--- config.mk ---
export PLATFORM = sky130hd
export DESIGN_NAME = i2s_transmitter_flat
export DESIGN_NICKNAME = d
export VERILOG_FILES = /design/src/rtl/audio_pkg.sv /design/src/rtl/i2s_transmitter_if.sv /design/src/rtl/i2s_transmitter_bclk_gen.sv /design/src/rtl/i2s_transmitter.sv /design/src/flat_wrapper.sv
export SDC_FILE = /design/constraint.sdc
export NUM_CORES = 1
export LEC_CHECK = 0
export CORE_MARGIN = 3
export CORE_UTILIZATION = 30
export CTS_BUF_LIST = sky130_fd_sc_hd__clkbuf_8
export DETAILED_ROUTE_END_ITERATION = 8
export DONT_BUFFER_PORTS = 1
export PLACE_DENSITY_LB_ADDON = 0.12
export SKIP_CTS_REPAIR_TIMING = 1
export SLEW_MARGIN = 0
export SYNTH_ARGS = -nofsm -noshare
export SYNTH_HDL_FRONTEND = slang
export SYNTH_SLANG_ARGS = --single-unit
--- constraint.sdc ---
create_clock -name clk -period 3.7 [get_ports clk]
set_input_delay 1.11 -clock clk [delete_from_list [all_inputs] [get_ports clk]]
set_output_delay 1.11 -clock clk [all_outputs]
set_load 0.01 [all_outputs]
--- src/rtl/audio_pkg.sv ---
// Shared audio-path types and I2S link defaults.
// Imported by the transmitter and its bench.
package audio_pkg;

  typedef logic signed [15:0] sample_t;

  typedef struct packed {
    sample_t left;
    sample_t right;
  } stereo_t;

  localparam int DEFAULT_SLOT_WIDTH = 32;
  localparam int DEFAULT_BCLK_DIV   = 4;

endpackage

--- src/rtl/i2s_transmitter_if.sv ---
// Stereo sample handshake from the effect chain
// into the I2S transmitter holding register.
interface i2s_transmitter_if #(
  parameter int SAMPLE_WIDTH = 16
);

  logic signed [SAMPLE_WIDTH-1:0] leftSampleIn;
  logic signed [SAMPLE_WIDTH-1:0] rightSampleIn;
  logic                           sampleValid;
  logic                           sampleReady;

  modport master (
    output leftSampleIn,
    output rightSampleIn,
    output sampleValid,
    input  sampleReady
  );

  modport slave (
    input  leftSampleIn,
    input  rightSampleIn,
    input  sampleValid,
    output sampleReady
  );

endinterface

--- src/rtl/i2s_transmitter_bclk_gen.sv ---
// BCLK divider: toggles bclk every BCLK_DIV clks and
// flags the clk in which each rising/falling toggle lands.
module bclk_gen #(
  parameter int BCLK_DIV = 4
) (
  input  logic clk,
  input  logic reset,
  output logic bclk,
  output logic bclkRise,
  output logic bclkFall
);

  localparam int CW =
    (BCLK_DIV > 1) ? $clog2(BCLK_DIV) : 1;
  localparam logic [CW-1:0] LAST = CW'(BCLK_DIV - 1);

  logic [CW-1:0] cnt;
  logic          tc;

  assign tc       = (cnt == LAST);
  assign bclkRise = tc & ~bclk;
  assign bclkFall = tc & bclk;

  always_ff @(posedge clk) begin
    if (reset) begin
      cnt  <= '0;
      bclk <= 1'b0;
    end else if (tc) begin
      cnt  <= '0;
      bclk <= ~bclk;
    end else begin
      cnt  <= cnt + 1'b1;
    end
  end

endmodule

--- src/rtl/i2s_transmitter.sv ---
// I2S link master: one-pair holding register feeding a
// per-frame shadow, serialised MSB first on BCLK falls.
module i2s_transmitter
  import audio_pkg::*;
#(
  parameter int SAMPLE_WIDTH = 16,
  parameter int SLOT_WIDTH   = DEFAULT_SLOT_WIDTH,
  parameter int BCLK_DIV     = DEFAULT_BCLK_DIV
) (
  input  logic              clk,
  input  logic              reset,
  i2s_transmitter_if.slave  smp,
  output logic              bclk,
  output logic              lrclk,
  output logic              sdata,
  output logic              underflow
);

  localparam int FRAME = 2 * SLOT_WIDTH;
  localparam int BW    = $clog2(FRAME);
  localparam int SW    = SAMPLE_WIDTH;

  localparam logic [BW-1:0] B_LAST = BW'(FRAME - 1);
  localparam logic [SW-1:0] ONE    = SW'(1);

  logic          bclk_fall;
  logic [BW-1:0] b;
  logic [BW-1:0] b_nxt;
  logic          full;
  logic          frame_start;
  logic          accept;
  logic [SW-1:0] hold_l;
  logic [SW-1:0] hold_r;
  logic [SW-1:0] shift_l;
  logic [SW-1:0] shift_r;
  logic [SW-1:0] load_l;
  logic [SW-1:0] load_r;
  logic          lr_nxt;
  logic          sd_nxt;
  int            bi;

  bclk_gen #(
    .BCLK_DIV (BCLK_DIV)
  ) u_bclk_gen (
    .clk      (clk),
    .reset    (reset),
    .bclk     (bclk),
    .bclkRise (),
    .bclkFall (bclk_fall)
  );

  assign smp.sampleReady = ~full;

  always_comb begin
    frame_start = bclk_fall && (b == B_LAST);
    accept      = smp.sampleValid && !full;
    b_nxt       = (b == B_LAST) ? '0 : b + 1'b1;
    load_l      = shift_l;
    load_r      = shift_r;
    if (frame_start) begin
      load_l = full ? hold_l : '0;
      load_r = full ? hold_r : '0;
    end
    bi     = int'(b_nxt);
    lr_nxt = (bi >= SLOT_WIDTH - 1) &&
             (bi <= FRAME - 2);
    sd_nxt = 1'b0;
    // Bits beyond the sample inside a slot are padding.
    if (bi < SW) begin
      sd_nxt = |(load_l & (ONE << (SW - 1 - bi)));
    end else if ((bi >= SLOT_WIDTH) &&
                 (bi < SLOT_WIDTH + SW)) begin
      sd_nxt = |(load_r &
                 (ONE << (SW - 1 - (bi - SLOT_WIDTH))));
    end
  end

  always_ff @(posedge clk) begin
    if (reset) begin
      b         <= B_LAST;
      lrclk     <= 1'b0;
      sdata     <= 1'b0;
      underflow <= 1'b0;
      full      <= 1'b0;
      hold_l    <= '0;
      hold_r    <= '0;
      shift_l   <= '0;
      shift_r   <= '0;
    end else begin
      underflow <= frame_start && !full;
      if (bclk_fall) begin
        b       <= b_nxt;
        lrclk   <= lr_nxt;
        sdata   <= sd_nxt;
        shift_l <= load_l;
        shift_r <= load_r;
      end
      if (accept) begin
        hold_l <= smp.leftSampleIn;
        hold_r <= smp.rightSampleIn;
      end
      // An accept at frame start lands for the next frame.
      full <= accept | (full & ~frame_start);
    end
  end

endmodule

--- src/flat_wrapper.sv ---
// flat-port wrapper written by rule: the top's interface ports become plain ports
module i2s_transmitter_flat import audio_pkg::*;
#(
  parameter int SAMPLE_WIDTH = 16,
  parameter int SLOT_WIDTH   = DEFAULT_SLOT_WIDTH,
  parameter int BCLK_DIV     = DEFAULT_BCLK_DIV
)
  (clk, reset, bclk, lrclk, sdata, underflow, smp_leftSampleIn, smp_rightSampleIn, smp_sampleValid, smp_sampleReady);
  i2s_transmitter_if #(.SAMPLE_WIDTH(SAMPLE_WIDTH)) smp_i ();
  input  logic clk;
  input  logic reset;
  output logic bclk;
  output logic lrclk;
  output logic sdata;
  output logic underflow;
  input wire logic [$bits(smp_i.leftSampleIn)-1:0] smp_leftSampleIn;
  input wire logic [$bits(smp_i.rightSampleIn)-1:0] smp_rightSampleIn;
  input wire logic [$bits(smp_i.sampleValid)-1:0] smp_sampleValid;
  output wire logic [$bits(smp_i.sampleReady)-1:0] smp_sampleReady;
  assign smp_i.leftSampleIn = smp_leftSampleIn;
  assign smp_i.rightSampleIn = smp_rightSampleIn;
  assign smp_i.sampleValid = smp_sampleValid;
  assign smp_sampleReady = smp_i.sampleReady;
  i2s_transmitter #(.SAMPLE_WIDTH(SAMPLE_WIDTH), .SLOT_WIDTH(SLOT_WIDTH), .BCLK_DIV(BCLK_DIV)) u_core (.clk(clk), .reset(reset), .smp(smp_i), .bclk(bclk), .lrclk(lrclk), .sdata(sdata), .underflow(underflow));
endmodule
Word level (Yosys, flattened, before mapping):

Cells that the tools add are included.

* input port bits: 35
* output and inout port bits: 5
* word-level logic and storage cells: 49
* flip-flop bits (word level): 77

* bitwise operators: 8
* order comparisons: 5
* shifts and indexed selects: 2
* multiplexer cells: 7
* add/subtract/negate cells: 5
* reductions and logical operators: 9
* equal/unequal tests: 2

Operators with widths (number)
* 2-to-1 mux 16 bit: 4
* << shifter 1 x 32 -> 16 bit (first input constant): 2
* AND 16 bit: 2
* OR reduction 16 bit: 2
* subtractor 5 x 32 -> 32 bit (first input constant): 1
* subtractor 4 x 6 -> 7 bit (first input constant): 1
* subtractor 6 x 6 -> 7 bit (second input constant): 1
* adder 6 x 1 -> 6 bit (second input constant): 1
* equality test 6 bit (second input constant): 1
* greater-or-equal comparator 6 x 5 -> 1 bit (second input constant): 1
* greater-or-equal comparator 6 bit (second input constant): 1
* <= comparator 6 bit (second input constant): 1
* < comparator 6 x 5 -> 1 bit (second input constant): 1
* < comparator 6 bit (second input constant): 1
* 2-to-1 mux 6 bit: 1
* logical AND 1 bit: 5
* NOT 1 bit: 3
* adder 2 x 1 -> 2 bit (second input constant): 1
* AND 1 bit: 2
* equality test 2 bit (second input constant): 1
* 2-to-1 mux 1 bit: 2
* OR reduction 2 bit: 1
* logical NOT 1 bit: 1
* OR 1 bit: 1

Logic depth before layout (Yosys ltp):

Gate-level depths: netlist of run 1.

* depth after elaboration: 9
* mapped depth: 12
* gate-level depth less buffers: 11

Hierarchy:

Synthesis of run 1 repeated with hierarchy kept, for this count alone.

* cell total of the unflattened synthesis: 438
* area total of the unflattened synthesis: 3515.9 um2

By module, submodules not included
* i2s_transmitter: times used 1, area an instance 3404.5 um2, cells each 428, seq. area each 1481.4 um2
* bclk_gen: times used 1, area an instance 111.4 um2, cells each 10, seq. area each 60.1 um2

Worst setup path before layout of run 1:

No wires, ideal clock.

* kind: register to register
* start point: register u_core.b[0]
* end point: register u_core.sdata
* required time: 3.578 ns
* path buffers: 1
* data arrival time: 2.477 ns
* period minus slack after synthesis: 2.599 ns
* library setup time: 0.122 ns
* setup slack: 1.101 ns
* stages on the path, launching flop included: 12
* cell sequence: dfxtp_1 > ha_1 > buf_6 > nand3_1 > xor2_1 > ha_1 > and2_1 > mux4_2 > nand3_1 > o2111a_1 > o31ai_1 > a311o_1

* longest elaborated chain between the ends: 9
* elaborated cells between the ends (all ways): 21
* classes of those cells: add/sub (4); order compare (3); eq/ne (1); shift (2); mux (5); bitwise (2); reduce/logical (4)

RTL lines
* start: declaration: RTL line i2s_transmitter.sv:27 `logic [BW-1:0] b;`
* start signal: assignment: RTL line i2s_transmitter.sv:92 `b <= b_nxt;`
* adder 6 x 1 -> 6 bit / equality test 6 bit (equally long branches): RTL line i2s_transmitter.sv:57, i2s_transmitter.sv:55
* 2-to-1 mux 6 bit: RTL line i2s_transmitter.sv:57 `b_nxt = (b == B_LAST) ? '0 : b + 1'b1;`
* subtractor 6 x 6 -> 7 bit: RTL line i2s_transmitter.sv:74 `(ONE << (SW - 1 - (bi - SLOT_WIDTH))));`
* subtractor 5 x 32 -> 32 bit: RTL line i2s_transmitter.sv:74
* << shifter 1 x 32 -> 16 bit: RTL line i2s_transmitter.sv:74
* AND 16 bit: RTL line i2s_transmitter.sv:73 `sd_nxt = |(load_r &`
* OR reduction 16 bit: RTL line i2s_transmitter.sv:73
* 2-to-1 mux 1 bit: RTL line i2s_transmitter.sv:71 `end else if ((bi >= SLOT_WIDTH) &&`
* 2-to-1 mux 1 bit *: RTL line i2s_transmitter.sv:69 `if (bi < SW) begin`
* end signal: assignment: RTL line i2s_transmitter.sv:94 `sdata <= sd_nxt;`
* end: declaration: RTL line i2s_transmitter.sv:15 `output logic sdata,`

Every way passes the cells marked *; elsewhere a longest branch is shown, timed or not.
A chain may end at the register's enable or synchronous reset.

Worst setup path in the final report of run 1:

* start point: register u_core.b[2]
* end point: register u_core.sdata

The elaborated chain is that of the path after synthesis.

==> implementation parameters, run 1 <==
Parameter                              Value

Status
  Run status    completed

STA
  Number of setup violations in the final report    0
  Clock Skews    0.0107 ns
  Period utilisation layout    between 80% and 90%
  Shortest period the worst path allows    3.12 ns
  Slew Limit Fails    0
  Final sum of negative setup slack    0 ns
  Final setup slack of the worst path    0.583 ns
  RSZ-0062 raised after global routing    no
  Slew margin rel.    28.4%
  Hold slack final    0.433 ns
  Number of hold violations in the final report    0
  Slew at the pin with the worst max-slew slack    1.07 ns
  Maximum clock frequency    0.321 GHz

Synth
  Number of synthesized register bits    just under 80
  Library cells used by synthesis    between 50 and 60
  Combined area of all synthesized cells    3510 um2
  Share of Yosys cell area claimed by the top area cell type    between 40% and 50%
  Most used standard cells in the synthesized netlist    sky130_fd_sc_hd__nand2_1, sky130_fd_sc_hd__dfxtp_1, sky130_fd_sc_hd__a21oi_1
  Ys async rst share    0%
  Number of enable flip-flop cells after synthesis    0
  Average cell area after synthesis    8.13 um2
  Sequential share of the synthesized area    43.9%
  Post-synth top flop    sky130_fd_sc_hd__dfxtp_1
  Library cell with the highest instance count after synthesis    sky130_fd_sc_hd__nand2_1
  Synthesized netlist net count    475
  Total of warnings raised by yosys    0
  Most area-hungry cell type in the Yosys netlist    sky130_fd_sc_hd__dfxtp_1
  Synthesized netlist cell count    432
  Top post-synthesis cells by area    sky130_fd_sc_hd__dfxtp_1, sky130_fd_sc_hd__nand2_1, sky130_fd_sc_hd__a21oi_1

Routing
  Number of remaining DRC errors    0
  Detailed Routing Iterations Pass 1    4
  Total length of routed wires    8900 um
  Number of antenna-violating nets in the routed design    0
  Routed via count divided by cell count    5.16
  Drt wl/cell    around 16 um
  Iteration-0 DRC Markers    100
  Via total after detailed routing    around 2,900

Placed design
  Number of port buffers    0
  Post-placement setup slack    0.637 ns
  Final weighted congestion in routability-driven placement    0.821
  HPWL Detailed    6010 um

CTS
  H-Tree Level Count    3
  Maximum clock path buffer count    2
  CTS buffer count    9
  Root buffer cell    sky130_fd_sc_hd__clkbuf_8
  Clk pin slew, worst setup/hold paths    approximately 0.090 ns
  Latest clock arrival within the worst-skew pair    0.35 ns
  Count of clock tree sinks    77
  Clock tree from TritonCTS    yes

Power and ir drop
  Pleak    1.29 nW
  Total power per unit cell area    430 nW/um2
  Worst vdd rail ir drop    147 uV

Critical path
  Slowest stage cell on the critical path    sky130_fd_sc_hd__dfxtp_1
  Critical Path AT    3.36 ns
  Endpoint kind of the worst setup timing path    register
  Type of the worst setup path    reg -> reg
  Critical Path, Cell by Cell    nand3_2 -> o31a_2 -> ha_1 -> and2_1 -> mux4_2 -> nand3_1 -> o2111a_1 -> o31ai_1 -> a311o_1
  Reg-to-reg setup timing slack    0.58 ns
  Critical path's largest stage delay    0.56 ns
  Number of cells on the worst reg-to-reg path    9
  Launch point of the worst reg-to-reg path    u_core.b[2]
  Crit path max fanout    17
  Critical Path RT    3.94 ns
  Startpoint kind of the worst setup timing path    register
  Number of buffer and inverter stages on the critical path    0
  Critical path's top delay family    compound AO/OA/AOI/OAI gates
  Reg2Reg Capture Point    u_core.sdata

Floorplan
  Horiz. Die Dim    114 um
  Placement Rows    38
  Core area    11,100 um2
  # IOs    40
  DIE AREA    ~13,000 um2
  Starting density of the core    31.6%
  Die outline height    114 um

Global route
  Pin count of the biggest net entering global routing    79
  Wire length of the first global-routing pass    roughly 15,000 um
  Remaining global-route overflow    0
  Initial antenna violation count    0
  Total global routing track utilization    14.3%
  Vias in the first global route    2,893

Cells and area
  Antenna diodes    0
  Number of fill cells    1,230
  Fraction of final layout cells sized beyond drive strength 1    7.71%
  Layout Area Growth over Synthesis    6.34%
  Register area    1540 um2
  Multi-input logic area    1770 um2
  Total Nets Final    ~450

Run
  Max-cap violations    0

Worst hold path
  Worst min-delay path class    reg -> reg
  Worst min-delay path endpoint    u_core.u_bclk_gen.cnt[0]
  Worst hold path cell count    1
  Startpoint of the lowest-slack hold path    u_core.u_bclk_gen.cnt[0]
-- state kept, by name (all words and copies together) (netlist names) --
| name | flops |
|---|---|
| u_core.b | 6 |
| u_core.full | 1 |
| u_core.hold_l | 16 |
| u_core.hold_r | 16 |
| u_core.lrclk | 1 |
| u_core.sdata | 1 |
| u_core.shift_l | 16 |
| u_core.shift_r | 16 |
| u_core.u_bclk_gen.bclk | 1 |
| u_core.u_bclk_gen.cnt | 2 |
| u_core.underflow | 1 |
-- stage by stage --
stage | cell area [um2] | power [mW] | utilization [%] | cells
global placement | 3540 | 0.976 | 31.8 | 540
global route | 3730 | 1.68 | 33.6 | 555
detailed placement | 3540 | 0.978 | 31.8 | 540
finish | 3730 | 1.61 | 33.6 | 555
CTS | 3730 | 1.63 | 33.6 | 555
floorplan | 3510 | 0.966 | - | 432
-- worst max-delay path by stage --
stage	from	end	depth (start not counted)
2_1_floorplan	u_core.b[0]	u_core.sdata	11
3_3_place_gp	u_core.b[2]	u_core.sdata	9
3_5_place_dp	u_core.b[2]	u_core.sdata	9
4_1_cts	u_core.b[2]	u_core.sdata	9
5_1_grt	u_core.b[2]	u_core.sdata	9
6_report	u_core.b[2]	u_core.sdata	9
-- area by class of cell --
| cell class | count | share of cell area (%) |
|---|---|---|
| multi-input cells | 313 | 47.5 |
| flip-flops and latches | 77 | 41.3 |
| well taps | 140 | 4.69 |
| clock buffers | 10 | 3.69 |
| clock inverters | 5 | 1.58 |
| inverters | 7 | 0.704 |
| repair buffers | 3 | 0.603 |
-- layout by cell type (no fill, tap or decap), drive strengths merged, types with 3 or more instances in the layout --
cell    synthesis  routed
clkbuf         22      10
nand2         103     103
and3            3       3
a211oi          3       3
inv             7       8
o2111a          3       3
xor2            3       3
dfxtp          77      77
nor3            5       5
ha              8       8
buf            13       3
a21oi          67      67
o211ai          5       5
and2            3       3
o21ai          14      14
nor2           15      15
xnor2           3       3
a211o           4       4
nand3          34      34
nand4           6       6
-- report_power, final --
| group | switching (mW) | internal [mW] | leakage [nW] | total (mW) |
|---|---|---|---|---|
| Sequential | 0.0219 | 0.853 | 0.626 | 0.875 |
| Combinational | 0.0527 | 0.0296 | 0.570 | 0.0823 |
| Clock | 0.320 | 0.328 | 0.0948 | 0.648 |
-- metal layers --
layer | global-route usage, % | wire [um] | vias up
met2 | 22.0 | 4120 | 45
met4 | 4.59 | 46 | 0
met5 | 0 | 0 | -
met3 | 3.07 | 301 | 4
met1 | 20.0 | 4430 | 1345
li1 | - | - | 1469
-- cell families (layout without fill, tap and decap cells) --
family,Yosys count,in the layout,share of synthesized area (%)
flops,77,77,43.9
simple gates,179,179,23.2
mux,4,4,2.00
compound gates,116,116,20.7
xor+xnor,6,6,1.71
buf+inv,42,25,5.70
fa+ha+maj,8,8,2.85
No activity file was read; power rests on OpenSTA's default activity.
==> inputs of run 2 (changes only) <==
==> constraint.sdc (replaced) <==
create_clock -name clk -period 2.8 [get_ports clk]
set_input_delay 0.84 -clock clk [delete_from_list [all_inputs] [get_ports clk]]
set_output_delay 0.84 -clock clk [all_outputs]
set_load 0.01 [all_outputs]
==> run 2 against run 1 <==
Net effect:
- non-clock buffer count rose by 12
- critical path depth down 1
- global-route usage rose by 0.59 points
- utilization rose by 1.4 points
- worst setup slack got worse by 0.40 ns
- final cell count rose by 2.2%
- critical endpoint unchanged
==> implementation parameters, run 2 (synthesis results as in run 1) <==
Parameter                              Value

Status
  Run status    completed

Critical path
  Crit path max fanout    16
  Critical path's top delay family    compound AO/OA/AOI/OAI gates
  Critical Path RT    3.10 ns
  Slowest stage cell on the critical path    sky130_fd_sc_hd__a2111oi_1
  Critical path's largest stage delay    around 0.53 ns
  Critical Path AT    2.92 ns
  Startpoint kind of the worst setup timing path    register
  Critical Path, Cell by Cell    ha_1 -> buf_4 -> and3_1 -> nand2_4 -> o2111a_1 -> a2111oi_1 -> and4bb_1 -> a311o_1
  Type of the worst setup path    reg -> reg
  Number of buffer and inverter stages on the critical path    1
  Endpoint kind of the worst setup timing path    register

CTS
  H-Tree Level Count    3
  Root buffer cell    sky130_fd_sc_hd__clkbuf_8
  Count of clock tree sinks    77
  Latest clock arrival within the worst-skew pair    roughly 0.35 ns
  Maximum clock path buffer count    2
  Clock tree from TritonCTS    yes
  Clk pin slew, worst setup/hold paths    0.08 ns
  CTS buffer count    9

Routing
  Drt wl/cell    16.1 um
  Via total after detailed routing    slightly below 3,000
  Iteration-0 DRC Markers    178
  Routed via count divided by cell count    5.20
  Detailed Routing Iterations Pass 1    4
  Number of antenna-violating nets in the routed design    0
  Number of remaining DRC errors    0
  Total length of routed wires    9140 um

STA
  Shortest period the worst path allows    2.62 ns
  Final setup slack of the worst path    about 0.18 ns
  Maximum clock frequency    between 0.3 and 0.4 GHz
  Number of hold violations in the final report    0
  Slew at the pin with the worst max-slew slack    0.651 ns
  Slew margin rel.    between 50% and 60%
  Period utilisation layout    93.4%
  Clock Skews    0.00535 ns
  Final sum of negative setup slack    0 ns
  Number of setup violations in the final report    0
  Slew Limit Fails    0
  RSZ-0062 raised after global routing    no

Power and ir drop
  Pleak    1.38 nW
  Total power per unit cell area    between 500 and 600 nW/um2
  Worst vdd rail ir drop    249 uV

Cells and area
  Post-layout instance area    3890 um2
  Antenna diodes    0
  Most frequent standard cell in the layout excluding fill and tap cells    sky130_fd_sc_hd__nand2_1
  Most frequent cells in the layout    sky130_fd_sc_hd__nand2_1, sky130_fd_sc_hd__dfxtp_1, sky130_fd_sc_hd__a21oi_1
  Total Nets Final    about 470
  Fraction of final layout cells sized beyond drive strength 1    10.3%
  Layout Area Growth over Synthesis    10.7%
  Share of the core filled with cells in the final layout    between 30% and 40%

Global route
  Wire length of the first global-routing pass    15,400 um
  Remaining global-route overflow    0
  Total global routing track utilization    14.9%
  Initial antenna violation count    0
  Vias in the first global route    ~3,000
  Pin count of the biggest net entering global routing    79

Placed design
  Total placed instance area    roughly 3600 um2
  Post-placement setup slack    0.118 ns
  HPWL Detailed    around 6300 um
  Number of port buffers    0
  Final weighted congestion in routability-driven placement    0.807

Floorplan
  Placement Rows    38
  Die outline height    114 um
  # IOs    40
  Core area    around 11,000 um2
  Horiz. Die Dim    114 um
  Starting density of the core    about a third
  DIE AREA    13,000 um2

Worst hold path
  Worst min-delay path class    reg -> reg

Run
  Max-cap violations    0
-- run 2: metal layers --
metal | wire length (um) | track usage, %
met1 | 4550 | 20.2
met2 | 4170 | 23.3
met3 | 298 | 3.38
met4 | 132 | 5.23
met5 | 0 | 0
-- run 2: final cells by class --
type,count,area (um2)
fill,1226,7240
multi-input combinational,313,1780
sequential,77,1540
tap,140,175
clock buffer,11,151
timing repair buffer,15,113
clock inverter,4,95.1
inverter,7,26.3
-- run 2: per-stage QoR --
step / hold slack [ns] / std cells / total power, mW
2_1_floorplan: 0.404 / 432 / 1.28
3_3_place_gp: 0.408 / 552 / 1.30
3_5_place_dp: 0.423 / 552 / 1.30
4_1_cts: 0.435 / 567 / 2.35
5_1_grt: 0.449 / 567 / 2.42
6_report: 0.426 / 567 / 2.31
-- run 2: power breakdown --
group	internal (mW)	switching, mW	leakage (nW)	total [mW]
registers	1.13	0.0278	0.626	1.16
logic	0.0441	0.0730	0.625	0.117
clock network	0.635	0.401	0.125	1.04
-- run 2: path summary, 6_finish.rpt --
kind                             from                  endpoint  slack, ns  cells past startpoint
min reg2reg  u_core.u_bclk_gen.cnt[0]  u_core.u_bclk_gen.cnt[0]       0.43                      1
min          u_core.u_bclk_gen.cnt[0]  u_core.u_bclk_gen.cnt[0]       0.43                      1
max                       u_core.b[1]              u_core.sdata       0.18                      8
max reg2reg               u_core.b[1]              u_core.sdata       0.18                      8
==> inputs of run 3 (changes only) <==
--- a/config.mk
+++ b/config.mk
@@ -6,7 +6,7 @@
 export NUM_CORES = 1
 export LEC_CHECK = 0
 export CORE_MARGIN = 3
-export CORE_UTILIZATION = 30
+export CORE_UTILIZATION = 47
 export CTS_BUF_LIST = sky130_fd_sc_hd__clkbuf_8
 export DETAILED_ROUTE_END_ITERATION = 8
 export DONT_BUFFER_PORTS = 1
==> run 3 against run 2 <==
Net effect:
- worst hold slack better by 0.0023 ns
- die area down 34%
- maximum frequency down 2.3%
- via count down 0.58%
==> implementation parameters, run 3 (synthesis results as in run 1) <==
Parameter                              Value

CTS
  Clock tree from TritonCTS    yes
  CTS buffer count    9
  Latest clock arrival within the worst-skew pair    0.34 ns
  Root buffer cell    sky130_fd_sc_hd__clkbuf_8
  Maximum clock path buffer count    2
  Clk pin slew, worst setup/hold paths    0.08 ns
  Count of clock tree sinks    77
  H-Tree Level Count    3

Routing
  Detailed Routing Iterations Pass 1    4
  Routed via count divided by cell count    5.63
  Number of antenna-violating nets in the routed design    0
  Iteration-0 DRC Markers    206
  Drt wl/cell    15.5 um
  Total length of routed wires    8080 um
  Number of remaining DRC errors    0
  Via total after detailed routing    2,931

Placed design
  Post-placement setup slack    ~0.15 ns
  HPWL Detailed    5590 um
  Number of port buffers    0
  Final weighted congestion in routability-driven placement    0.887

Floorplan
  DIE AREA    8540 um2
  Die outline height    about 92 um
  Horiz. Die Dim    about 92 um
  Placement Rows    30
  Starting density of the core    50.0%
  Core area    roughly 7000 um2
  # IOs    40

Worst hold path
  Worst min-delay path class    reg -> reg
  Worst hold path cell count    1
  Startpoint of the lowest-slack hold path    u_core.u_bclk_gen.cnt[0]
  Worst min-delay path endpoint    u_core.u_bclk_gen.cnt[0]

STA
  Number of setup violations in the final report    0
  Slew at the pin with the worst max-slew slack    ~0.80 ns
  Clock Skews    0.00845 ns
  RSZ-0062 raised after global routing    no
  Number of hold violations in the final report    0
  Shortest period the worst path allows    2.68 ns
  Final sum of negative setup slack    0 ns
  Final setup slack of the worst path    roughly 0.12 ns
  Period utilisation layout    95.6%
  Maximum clock frequency    0.374 GHz
  Slew margin rel.    a little under half
  Slew Limit Fails    0

Critical path
  Type of the worst setup path    reg -> reg
  Number of cells on the worst reg-to-reg path    7
  Reg2Reg Capture Point    u_core.sdata
  Critical Path AT    2.91 ns
  Critical Path RT    3.04 ns
  Startpoint kind of the worst setup timing path    register
  Endpoint kind of the worst setup timing path    register
  Reg-to-reg setup timing slack    0.12 ns
  Launch point of the worst reg-to-reg path    u_core.b[0]
  Crit path max fanout    14

Cells and area
  Most frequent standard cell in the layout excluding fill and tap cells    sky130_fd_sc_hd__nand2_1
  Fraction of final layout cells sized beyond drive strength 1    10.1%
  Layout Area Growth over Synthesis    6.74%
  Antenna diodes    0
  Most frequent cells in the layout    sky130_fd_sc_hd__nand2_1, sky130_fd_sc_hd__dfxtp_1, sky130_fd_sc_hd__a21oi_1
  Total Nets Final    464
  Share of the core filled with cells in the final layout    53.4%

Power and ir drop
  Fraction of power spent switching nets    between 20% and 30%
  Design Power    approximately 2.1 mW
  Relative contribution of sequential cells to total power    between 50% and 60%
  Worst vdd rail ir drop    324 uV
  Clock network power share    39.1%
  Psw    0.506 mW
  Internal portion of total power    1.58 mW
  Pleak    ~1.3 nW
  Combinational Power Share    under 10%
  Total power per unit cell area    556 nW/um2

Global route
  Initial antenna violation count    0
  Total global routing track utilization    20.5%
  Remaining global-route overflow    0
  Pin count of the biggest net entering global routing    79
  Wire length of the first global-routing pass    ~14,000 um
  Vias in the first global route    2,867

Run
  Max-cap violations    0

Status
  Run status    completed
-- run 3: cell types whose count changed in the layout (fill, tap and decap cells not counted), sizes merged --
cell      previous run  this run
clkinvlp             0         4
clkbuf              11         9
buf                 15        13
bufinv               3         1
-- run 3: layout make-up --
| cell class | instances | area (um2) |
|---|---|---|
| Fill cell | 751 | 3270 |
| Multi-Input combinational cell | 313 | 1770 |
| Sequential cell | 77 | 1540 |
| Clock buffer | 9 | 124 |
| Tap cell | 96 | 120 |
| Timing Repair Buffer | 13 | 97.6 |
| Clock inverter | 6 | 65.1 |
| Inverter | 7 | 26.3 |
-- run 3: metal layers --
layer	vias to the layer above	wire, um	GRT usage (%)
li1	1478	-	-
met4	0	65	6.44
met5	-	0	0
met1	1382	4000	30.2
met3	7	378	3.98
met2	64	3640	30.1
-- run 3: how the worst max path moves through the flow --
stage,start,end,slack (ns)
4_1_cts,u_core.b[0],u_core.sdata,0.13
3_5_place_dp,u_core.b[0],u_core.sdata,0.15
3_3_place_gp,u_core.b[0],u_core.sdata,0.20
2_1_floorplan,u_core.b[0],u_core.sdata,0.20
6_report,u_core.b[0],u_core.sdata,0.12
5_1_grt,u_core.b[0],u_core.sdata,0.006
-- run 3: per-stage QoR --
stage / instances / instance area, um2 / hold slack [ns]
after floorplan: 432 / 3510 / 0.404
after global placement: 506 / 3560 / 0.408
after detailed placement: 506 / 3560 / 0.422
after CTS: 521 / 3750 / 0.434
after global routing: 521 / 3750 / 0.443
final: 521 / 3750 / 0.428
-- run 3: power groups by stage --
stage | Clock, mW | Combinational (mW) | Sequential [mW]
floorplan | 0 | 0.108 | 1.17
global placement | 0 | 0.110 | 1.18
detailed placement | 0 | 0.114 | 1.18
CTS | 0.834 | 0.114 | 1.16
global route | 0.886 | 0.132 | 1.16
finish | 0.814 | 0.113 | 1.16
-- run 3: worst max-delay path, cell delays in order, from the launching register on --
cell	delay (ns)
sky130_fd_sc_hd__dfxtp_1	0.49
sky130_fd_sc_hd__inv_1	0.16
sky130_fd_sc_hd__ha_1	0.66
sky130_fd_sc_hd__mux4_2	0.56
sky130_fd_sc_hd__nor2_1	0.09
sky130_fd_sc_hd__a2111oi_0	0.07
sky130_fd_sc_hd__and4bb_1	0.23
sky130_fd_sc_hd__a311o_1	0.31
